<file path="src/rtl/trend_pkg.sv">
// Shared types and constants for the trend_sched scheduler and its evaluator.
package trend_pkg;

  typedef enum logic [1:0] {
    ST_IDLE,
    ST_EVAL,
    ST_COMMIT
  } state_t;

  localparam int WIN_W = 4;
  localparam int SUM_W = 4;
  localparam int TH_W  = 5;

  localparam logic [SUM_W-1:0] WT3 = 4'd8;
  localparam logic [SUM_W-1:0] WT2 = 4'd4;
  localparam logic [SUM_W-1:0] WT1 = 4'd2;
  localparam logic [SUM_W-1:0] WT0 = 4'd1;

  // Max total is 15, so the 4-bit sum never wraps.
  function automatic logic [SUM_W-1:0] weighted_sum(input logic [WIN_W-1:0] w);
    weighted_sum = (w[3] ? WT3 : '0) + (w[2] ? WT2 : '0)
                 + (w[1] ? WT1 : '0) + (w[0] ? WT0 : '0);
  endfunction

endpackage

</file>
<file path="src/rtl/trend_sched_if.sv">
// Request/grant and update-broadcast bundle between bit sources and trend_sched.
interface trend_sched_if
  import trend_pkg::*;
#(
  parameter int NCH = 4
);
  localparam int CH_W = $clog2(NCH);

  logic [NCH-1:0]   req_valid;
  logic [NCH-1:0]   req_bit;
  logic [NCH-1:0]   req_ready;
  logic [NCH-1:0]   trend;
  logic             upd_valid;
  logic [CH_W-1:0]  upd_ch;
  logic             upd_trend;
  logic [SUM_W-1:0] upd_sum;

  modport master (
    output req_valid, req_bit,
    input  req_ready, trend, upd_valid, upd_ch, upd_trend, upd_sum
  );

  modport slave (
    input  req_valid, req_bit,
    output req_ready, trend, upd_valid, upd_ch, upd_trend, upd_sum
  );
endinterface

</file>
<file path="src/rtl/trend_eval.sv">
// Shared combinational evaluator: shifts a sample into a window, weights it and
// applies set/clear hysteresis against the current trend.
module trend_eval
  import trend_pkg::*;
(
  input  logic [WIN_W-1:0] win,
  input  logic             sample,
  input  logic             cur_trend,
  input  logic [TH_W-1:0]  hi,
  input  logic [TH_W-1:0]  lo,
  output logic [WIN_W-1:0] win_new,
  output logic [SUM_W-1:0] sum,
  output logic             trend_next
);

  assign win_new = {win[WIN_W-2:0], sample};
  assign sum     = weighted_sum(win_new);

  always_comb begin
    // NOTE: default first so every path assigns trend_next and no latch is inferred.
    trend_next = cur_trend;
    if (TH_W'(sum) >= hi) begin
      trend_next = 1'b1;
    end else if (TH_W'(sum) < lo) begin
      trend_next = 1'b0;
    end
  end

endmodule

</file>
<file path="src/rtl/trend_sched.sv">
// Round-robin scheduler time-sharing one trend_eval across NCH bit streams.
// Optional runtime threshold port enabled by defining TREND_SCHED_CFG_EN.
module trend_sched
  import trend_pkg::*;
#(
  parameter int NCH   = 4,
  parameter int TH_HI = 8,
  parameter int TH_LO = 4
) (
  input logic           clk,
  input logic           reset,
  trend_sched_if.slave  bus
`ifdef TREND_SCHED_CFG_EN
  ,
  input logic             cfg_we,
  input logic [TH_W-1:0]  cfg_hi,
  input logic [TH_W-1:0]  cfg_lo
`endif
);

  localparam int CH_W = $clog2(NCH);

  state_t           state;
  logic [CH_W-1:0]  rr_ptr;
  logic [CH_W-1:0]  cur_ch;
  logic             cur_bit;
  logic [WIN_W-1:0] win_q [NCH];
  logic [NCH-1:0]   trend_q;
  logic [WIN_W-1:0] eval_win;

  logic             upd_valid_q;
  logic [CH_W-1:0]  upd_ch_q;
  logic             upd_trend_q;
  logic [SUM_W-1:0] upd_sum_q;

  logic [TH_W-1:0]  hi;
  logic [TH_W-1:0]  lo;

  logic             grant_found;
  logic [CH_W-1:0]  grant_idx;
  int               scan_idx;

  logic [WIN_W-1:0] win_new;
  logic [SUM_W-1:0] sum;
  logic             trend_next;

`ifdef TREND_SCHED_CFG_EN
  // Inconsistent pairs (lo above hi) are dropped so hysteresis stays well-formed.
  always_ff @(posedge clk) begin
    if (reset) begin
      hi <= TH_W'(TH_HI);
      lo <= TH_W'(TH_LO);
    end else if (cfg_we && (cfg_lo <= cfg_hi)) begin
      hi <= cfg_hi;
      lo <= cfg_lo;
    end
  end
`else
  assign hi = TH_W'(TH_HI);
  assign lo = TH_W'(TH_LO);
`endif

  // First requester at or after rr_ptr, wrapping at NCH.
  always_comb begin
    grant_found = 1'b0;
    grant_idx   = '0;
    scan_idx    = 0;
    for (int k = 0; k < NCH; k++) begin
      scan_idx = int'(rr_ptr) + k;
      if (scan_idx >= NCH) scan_idx = scan_idx - NCH;
      if (!grant_found && bus.req_valid[CH_W'(scan_idx)]) begin
        grant_found = 1'b1;
        grant_idx   = CH_W'(scan_idx);
      end
    end
  end

  always_comb begin
    bus.req_ready = '0;
    if (state == ST_IDLE && grant_found) bus.req_ready[grant_idx] = 1'b1;
  end

  trend_eval u_eval (
    .win        (win_q[cur_ch]),
    .sample     (cur_bit),
    .cur_trend  (trend_q[cur_ch]),
    .hi         (hi),
    .lo         (lo),
    .win_new    (win_new),
    .sum        (sum),
    .trend_next (trend_next)
  );

  always_ff @(posedge clk) begin
    if (reset) begin
      state       <= ST_IDLE;
      rr_ptr      <= '0;
      cur_ch      <= '0;
      cur_bit     <= 1'b0;
      eval_win    <= '0;
      trend_q     <= '0;
      upd_valid_q <= 1'b0;
      upd_ch_q    <= '0;
      upd_trend_q <= 1'b0;
      upd_sum_q   <= '0;
      // NOTE: the context array is reset because a channel's first sums must start from an empty window.
      for (int c = 0; c < NCH; c++) win_q[c] <= '0;
    end else begin
      // NOTE: non-blocking updates keep every register sampling pre-edge values.
      upd_valid_q <= 1'b0;
      case (state)
        ST_IDLE: begin
          if (grant_found) begin
            cur_ch  <= grant_idx;
            cur_bit <= bus.req_bit[grant_idx];
            state   <= ST_EVAL;
          end
        end
        ST_EVAL: begin
          eval_win    <= win_new;
          upd_valid_q <= 1'b1;
          upd_ch_q    <= cur_ch;
          upd_trend_q <= trend_next;
          upd_sum_q   <= sum;
          state       <= ST_COMMIT;
        end
        ST_COMMIT: begin
          win_q[cur_ch]   <= eval_win;
          trend_q[cur_ch] <= upd_trend_q;
          rr_ptr          <= (cur_ch == CH_W'(NCH - 1)) ? '0 : cur_ch + 1'b1;
          state           <= ST_IDLE;
        end
        default: state <= ST_IDLE;
      endcase
    end
  end

  assign bus.trend     = trend_q;
  assign bus.upd_valid = upd_valid_q;
  assign bus.upd_ch    = upd_ch_q;
  assign bus.upd_trend = upd_trend_q;
  assign bus.upd_sum   = upd_sum_q;

endmodule

</file>
<file path="src/flat_wrapper.sv">
// flat-port wrapper written by rule: the top's interface ports become plain ports
module trend_sched_flat import trend_pkg::*;
#(
  parameter int NCH   = 4,
  parameter int TH_HI = 8,
  parameter int TH_LO = 4
)
  (clk, reset, bus_req_valid, bus_req_bit, bus_req_ready, bus_trend, bus_upd_valid, bus_upd_ch, bus_upd_trend, bus_upd_sum);
  trend_sched_if #(.NCH(NCH)) bus_i ();
  input logic clk;
  input logic reset;
  input wire logic [$bits(bus_i.req_valid)-1:0] bus_req_valid;
  input wire logic [$bits(bus_i.req_bit)-1:0] bus_req_bit;
  output wire logic [$bits(bus_i.req_ready)-1:0] bus_req_ready;
  output wire logic [$bits(bus_i.trend)-1:0] bus_trend;
  output wire logic [$bits(bus_i.upd_valid)-1:0] bus_upd_valid;
  output wire logic [$bits(bus_i.upd_ch)-1:0] bus_upd_ch;
  output wire logic [$bits(bus_i.upd_trend)-1:0] bus_upd_trend;
  output wire logic [$bits(bus_i.upd_sum)-1:0] bus_upd_sum;
  assign bus_i.req_valid = bus_req_valid;
  assign bus_i.req_bit = bus_req_bit;
  assign bus_req_ready = bus_i.req_ready;
  assign bus_trend = bus_i.trend;
  assign bus_upd_valid = bus_i.upd_valid;
  assign bus_upd_ch = bus_i.upd_ch;
  assign bus_upd_trend = bus_i.upd_trend;
  assign bus_upd_sum = bus_i.upd_sum;
  trend_sched #(.NCH(NCH), .TH_HI(TH_HI), .TH_LO(TH_LO)) u_core (.clk(clk), .reset(reset), .bus(bus_i));
endmodule
</file>
<file path="config.mk">
export PLATFORM = sky130hd
export DESIGN_NAME = trend_sched_flat
export DESIGN_NICKNAME = d
export VERILOG_FILES = /design/src/rtl/trend_pkg.sv /design/src/rtl/trend_sched_if.sv /design/src/rtl/trend_eval.sv /design/src/rtl/trend_sched.sv /design/src/flat_wrapper.sv
export SDC_FILE = /design/constraint.sdc
export NUM_CORES = 1
export LEC_CHECK = 0
export BUFFER_PORTS_ARGS = -buffer_cell sky130_fd_sc_hd__buf_2
export CAP_MARGIN = 40
export CORE_MARGIN = 3
export CORE_UTILIZATION = 30
export CTS_BUF_LIST = sky130_fd_sc_hd__clkbuf_8
export CTS_CLUSTER_DIAMETER = 40
export CTS_CLUSTER_SIZE = 8
export DETAILED_ROUTE_END_ITERATION = 16
export HOLD_SLACK_MARGIN = 0.02
export PLACE_DENSITY = 0.54
export SLEW_MARGIN = 15
export SYNTH_ARGS = -nofsm -noshare
export SYNTH_HDL_FRONTEND = slang
export SYNTH_SLANG_ARGS = --single-unit
</file>
<file path="constraint.sdc">
create_clock -name clk -period 1.8 [get_ports clk]
set_input_delay 0.09 -clock clk [delete_from_list [all_inputs] [get_ports clk]]
set_output_delay 0.09 -clock clk [all_outputs]
set_load 0.005 [all_outputs]
</file>
## Word-level counts from Yosys, hierarchy flattened

Memories as Yosys holds them, arrays and structs flattened. A register that Yosys moved wholly into a read port is not among the register bits.
Cells that the tools add are included.

| storage, ports and cells | value |
|---|---|
| bits in registers | 23 |
| memory bits (writable) | 16 |
| output and inout bits | 16 |
| memories kept | 1 |

Memories:

| memory | depth | width | read ports | clocked after memory_dff | write ports | line | text |
|---|---|---|---|---|---|---|---|
| u_core.win_q | 4 | 4 | 1 | 1 | 4 | trend_sched.sv:27 | `logic [WIN_W-1:0] win_q [NCH];` |

| operators by class | value |
|---|---|
| add/sub/neg operators | 11 |
| magnitude comparators | 14 |
| equality and inequality tests | 4 |
| multiplexer cells | 54 |
| reductions and logical operators | 12 |

Operators with widths:

| operator | number |
|---|---|
| $mux W2 | 14 |
| $mux W1 | 26 |
| $lt A2 B4 Y1 const B | 4 |
| $bmux W1 S2 | 6 |
| $mux W4 | 3 |
| $ge A3 B3 Y1 const B | 3 |
| $sub A2 B1 Y2 const B | 4 |
| $add A2 B2 Y3 const B | 2 |
| $logic_and A1 B1 Y1 | 6 |
| $lt A2 B3 Y1 const B | 2 |
| $add A4 B1 Y4 | 1 |
| $add A4 B2 Y4 | 1 |
| $add A4 B3 Y4 | 1 |
| $bwmux W4 | 1 |
| $demux W1 S2 | 2 |
| $eq A2 B2 Y1 const B | 2 |
| $ge A2 B1 Y1 const B | 2 |
| $ge A4 B4 Y1 const B | 1 |
| $lt A4 B3 Y1 const B | 1 |
| $pmux W2 S2 | 1 |
| $reduce_or A4 Y1 | 1 |
| $add A2 B1 Y3 const B | 1 |
| $ge A2 B3 Y1 const B | 1 |
| $logic_not A1 Y1 | 3 |
| 6 further kinds | 6 |

## Logic depth before layout (Yosys ltp)

| depth | value |
|---|---|
| word-level depth | 20 |
| depth in mapped cells | 6 |
| depth with buffers taken out | 5 |

## Modules after synthesis

From an unflattened synthesis, not the netlist that was laid out.

| unflattened totals | value |
|---|---|
| cells, all modules | 212 |
| area, all modules | 2097.0 um2 |

Modules (own cells, without submodules):

| module | instances | cells each | area each (um2) | sequential area each (um2) |
|---|---|---|---|---|
| trend_sched | 1 | 180 | 1849.3 | 980.9 |
| trend_eval | 1 | 32 | 247.7 | 0.0 |

## Worst setup path after synthesis

OpenSTA, ideal clock, no wires.

| timing | value |
|---|---|
| path kind | reg2reg |
| start point | register u_core.cur_ch[0] |
| end point | register u_core.upd_trend_q, in the netlist u_core.bus.upd_trend |
| library setup time | 0.130 ns |
| data arrival time | 1.287 ns |
| path slack | 0.383 ns |
| cell stages (with the launch flop) | 5 |
| period minus slack after synthesis | 1.417 ns |
| cell sequence | dfxtp_1 -> buf_2 -> mux4_2 -> a211oi_1 -> nor3_1 |

| between the ends | value |
|---|---|
| word-level cells in the longest chain between the ends | 4 |

Ends and longest elaborated chain:

| what | line | text |
|---|---|---|
| from (decl) | trend_sched.sv:25 | `logic [CH_W-1:0] cur_ch;` |
| from (signal assigned) | trend_sched.sv:114 | `cur_ch <= grant_idx;` |
| $bmux W1 S2 | trend_sched.sv:86 | `.cur_trend (trend_q[cur_ch]),` |
| $mux W1 (not written as such) | trend_sched.sv:86 |  |
| $mux W1 | trend_eval.sv:24 | `end else if (TH_W'(sum) < lo) begin` |
| $mux W1 | trend_eval.sv:22 | `if (TH_W'(sum) >= hi) begin` |
| to (signal assigned) | trend_sched.sv:123 | `upd_trend_q <= trend_next;` |
| to (decl) | trend_sched.sv:33 | `logic upd_trend_q;` |

No other way between the ends. The select of a mux whose other input is x is not followed.
A chain may end at the register's enable or synchronous reset.

## Final worst setup path

| timing | value |
|---|---|
| start point | register u_core.rr_ptr[1] |
| end point | output port bus_req_ready[2] |

| between the ends | value |
|---|---|
| word-level cells in the longest chain between the ends | 20 |

Ends and longest elaborated chain:

| what | line | text |
|---|---|---|
| from (decl) | trend_sched.sv:24 | `logic [CH_W-1:0] rr_ptr;` |
| from (signal assigned) | trend_sched.sv:130 | `rr_ptr <= (cur_ch == CH_W'(NCH - 1)) ? '0 : cur_ch + 1'b1;` |
| parallel branches: the longest is 19 deep, another holds $add A2 B1 Y3 | n/a |  |
| $mux W4 * | trend_sched.sv:80 | `if (state == ST_IDLE && grant_found) bus.req_ready[grant_idx] = 1'b1;` |
| to (decl) | flat_wrapper.sv:14 | `output wire logic [$bits(bus_i.req_ready)-1:0] bus_req_ready;` |

Mark *: on every way between the ends. The select of a mux whose other input is x is not followed.

==> flow_summary.json <==
{
  "cts_setup_buffers": 0,
  "drt_wl_total_um": 3360,
  "path_buf_inv": 1,
  "antenna_cells": 0,
  "die_h_um": 77.2,
  "clock_latency_ns": 0.28,
  "worstPathRequired_ns": 1.71,
  "dr.pass1.iters": 4,
  "worst_pin_slew_ns": 0.571,
  "swShare": 0.251,
  "sequentialPowerShare": 0.524,
  "track_usage": 0.123,
  "crit_chain": "a21oi_2 > nor3b_2 > or3_1 > a211oi_2 > buf_2",
  "final_max_slew_viol_count": 0,
  "area_delta_synth_final_pct": 21.7,
  "synth_top_area_share": 0.277,
  "port-buffer-count": 25,
  "critPathKind": "reg -> out",
  "synthArstFlopShare": 0,
  "numCtsBuffers": 5,
  "fin_nets": 197,
  "yosysSeqAreaShare": 0.514,
  "synth-edff-count": 12,
  "power_per_cell_area_nw_per_um2": 872,
  "synthFlopType": "dfxtp_1",
  "final_common_cell": "nand2_1",
  "io_pins": 26,
  "final_layout_size_suffix_gt1_frac": 0.288,
  "synth_seq_cells": 33,
  "layout_common_cells": "26 x nand2_1, 25 x buf_2, 19 x dfxtp_1, 14 x a21oi_1",
  "finalCriticalPeriod_ns": 1.69,
  "crit_fanout": 6,
  "endpoint_kind": "output pin",
  "synth_top_area_cell": "dfxtp_1",
  "gp_congestion": 0.769,
  "synthesis.area_um2": 1520,
  "start_util": 0.315,
  "final.period_utilization": 0.941,
  "vias_per_cell": 4.59,
  "grt_pass1_vias": 1161,
  "rsz0062_at_grt": "false",
  "slowest_stage": "or3_1",
  "hold_class": "in -> reg",
  "finalSetupViolCount": 0,
  "syn_avg_cell_area_um2": 9.99,
  "clockPowerShare": 0.343,
  "crit_family": "simple AND/OR/NAND/NOR gates",
  "arrival_ns": 1.60,
  "slew_headroom": 0.619,
  "power.share.combinational": 0.133,
  "slowest_delay_ns": 0.43,
  "yosys_warnings": 0,
  "num_vias": 1153,
  "grt_overflow": 0,
  "die-area_um2": 5950,
  "p_sw_uw": 405,
  "syn-num-nets": 166,
  "ant_nets": 0,
  "hold_viol": 0,
  "path_clk_slew_ns": 0.06,
  "clock-sinks": 33,
  "antenna_found_initial": 0,
  "fin_skew_ns": 0.00591,
  "maxCapViolations": 0,
  "drc": 0,
  "die_width_um": 77.2,
  "grt_max_degree": 25,
  "netlist_instances": 152,
  "p_leak_nw": 0.751,
  "tns_ns": 0,
  "drtIter0Drc": 79,
  "status": "finished, final reports clean",
  "fmax_ghz": 0.590,
  "grt_pass1_wl_um": 5660,
  "cts_tree": "yes",
  "design.core.area_um2": 4820,
  "p_int_mw": 1.21,
  "root_buffer": "clkbuf_8",
  "cts_htree_levels": 2,
  "detailed_place_hpwl_um": 2430,
  "ir_drop_v": 0.000304,
  "finalPower_mw": 1.61,
  "wire_per_inst_um": 13.4,
  "ys_types": 29,
  "num_rows": 25,
  "synth.area.top_cells": "dfxtp_1 28%, edfxtp_1 24%, nand2_1 6.4%",
  "critPathLaunchType": "register",
  "clock_path_buffers": 2
}
## final cells by class
type | count | area [um^2]
multi-input cells | 109 | 717
well taps | 67 | 83.8
clock inverters | 2 | 7.51
clock buffers | 6 | 82.6
repair buffers | 29 | 155
flip-flops and latches | 33 | 783
inverters | 5 | 18.8
fillers | 500 | 2970
## worst paths after layout
kind,slack (ns),startpoint,to,depth (start not counted)
worst max-delay path,0.11,u_core.rr_ptr[1],bus_req_ready[2],5
worst min-delay path,0.11,bus_req_bit[3],u_core.cur_bit,3
worst max register to register,0.29,u_core.state[1],u_core.win_q[2][2],4
worst min register to register,0.46,u_core.bus.upd_ch[1],u_core.bus.upd_ch[1],2
## Yosys cell counts, drive strengths merged, types with 4 or more instances
master and n:
inv 5, nand2 26, a21oi 17, nand2b 5, mux4 4, clkbuf 4, edfxtp 12, dfxtp 21
and2 12, nor3 6, ha 4, nor2 11, nand3 4
## through the flow
| step | setup WS, ns | hold slack (ns) | instance area (um^2) | std cells | util |
|---|---|---|---|---|---|
| finish | 0.106 | 0.108 | 1850 | 251 | 0.384 |
| global route | 0.0114 | 0.121 | 1850 | 251 | 0.384 |
| CTS | 0.0379 | 0.102 | 1830 | 251 | 0.379 |
| detailed placement | 0.319 | 0.401 | 1740 | 243 | 0.361 |
| global placement | 0.341 | 0.400 | 1740 | 243 | 0.361 |
| floorplan | 0.383 | 0.162 | 1520 | 152 | - |
## registers in the layout, indices dropped and copies added, names as in the netlist, named ones only
name / flops
u_core.cur_bit: 1
u_core.bus.upd_ch: 2
u_core.bus.upd_valid: 1
u_core.eval_win: 1
u_core.bus.upd_sum: 3
u_core.bus.upd_trend: 1
u_core.cur_ch: 2
u_core.state: 2
u_core.rr_ptr: 2
u_core.win_q: 12
u_core.bus.trend: 4
## timing repair
item                                    4_1_cts  5_1_grt
hold buffers                                  0        0
resized for setup                             0        6
endpoints found under the setup margin        0        4
## power by group through the flow
stage	clock (mW)	sequential, mW	combinational [mW]
floorplan	0	0.851	0.140
global placement	0	0.861	0.212
detailed placement	0	0.861	0.213
CTS	0.575	0.845	0.214
global route	0.611	0.850	0.243
finish	0.553	0.843	0.215
## routing by layer
layer / share of wire / global-route usage
met5: 0 / 0
met4: 0.013 / 0.0712
met3: 0.058 / 0.0340
met2: 0.47 / 0.190
met1: 0.46 / 0.152
## worst register-to-register path, cell delays in order (launching register included)
cell and delay, ns:
dfxtp_1 0.39, nor2b_1 0.20, nand2b_1 0.11, nor3_1 0.30, or2_2 0.22
## kinds of logic after synthesis
logic type               after synthesis  share of synthesized area
flip-flops                            33                      0.514
AO/OA/AOI/OAI                         25                      0.108
multiplexers                           7                     0.0791
adder cells (fa/ha/maj)                4                     0.0330
AND/OR/NAND/NOR                       73                      0.241
buffers and inverters                 10                     0.0255
Note: power is estimated with default switching activity, not from simulation.
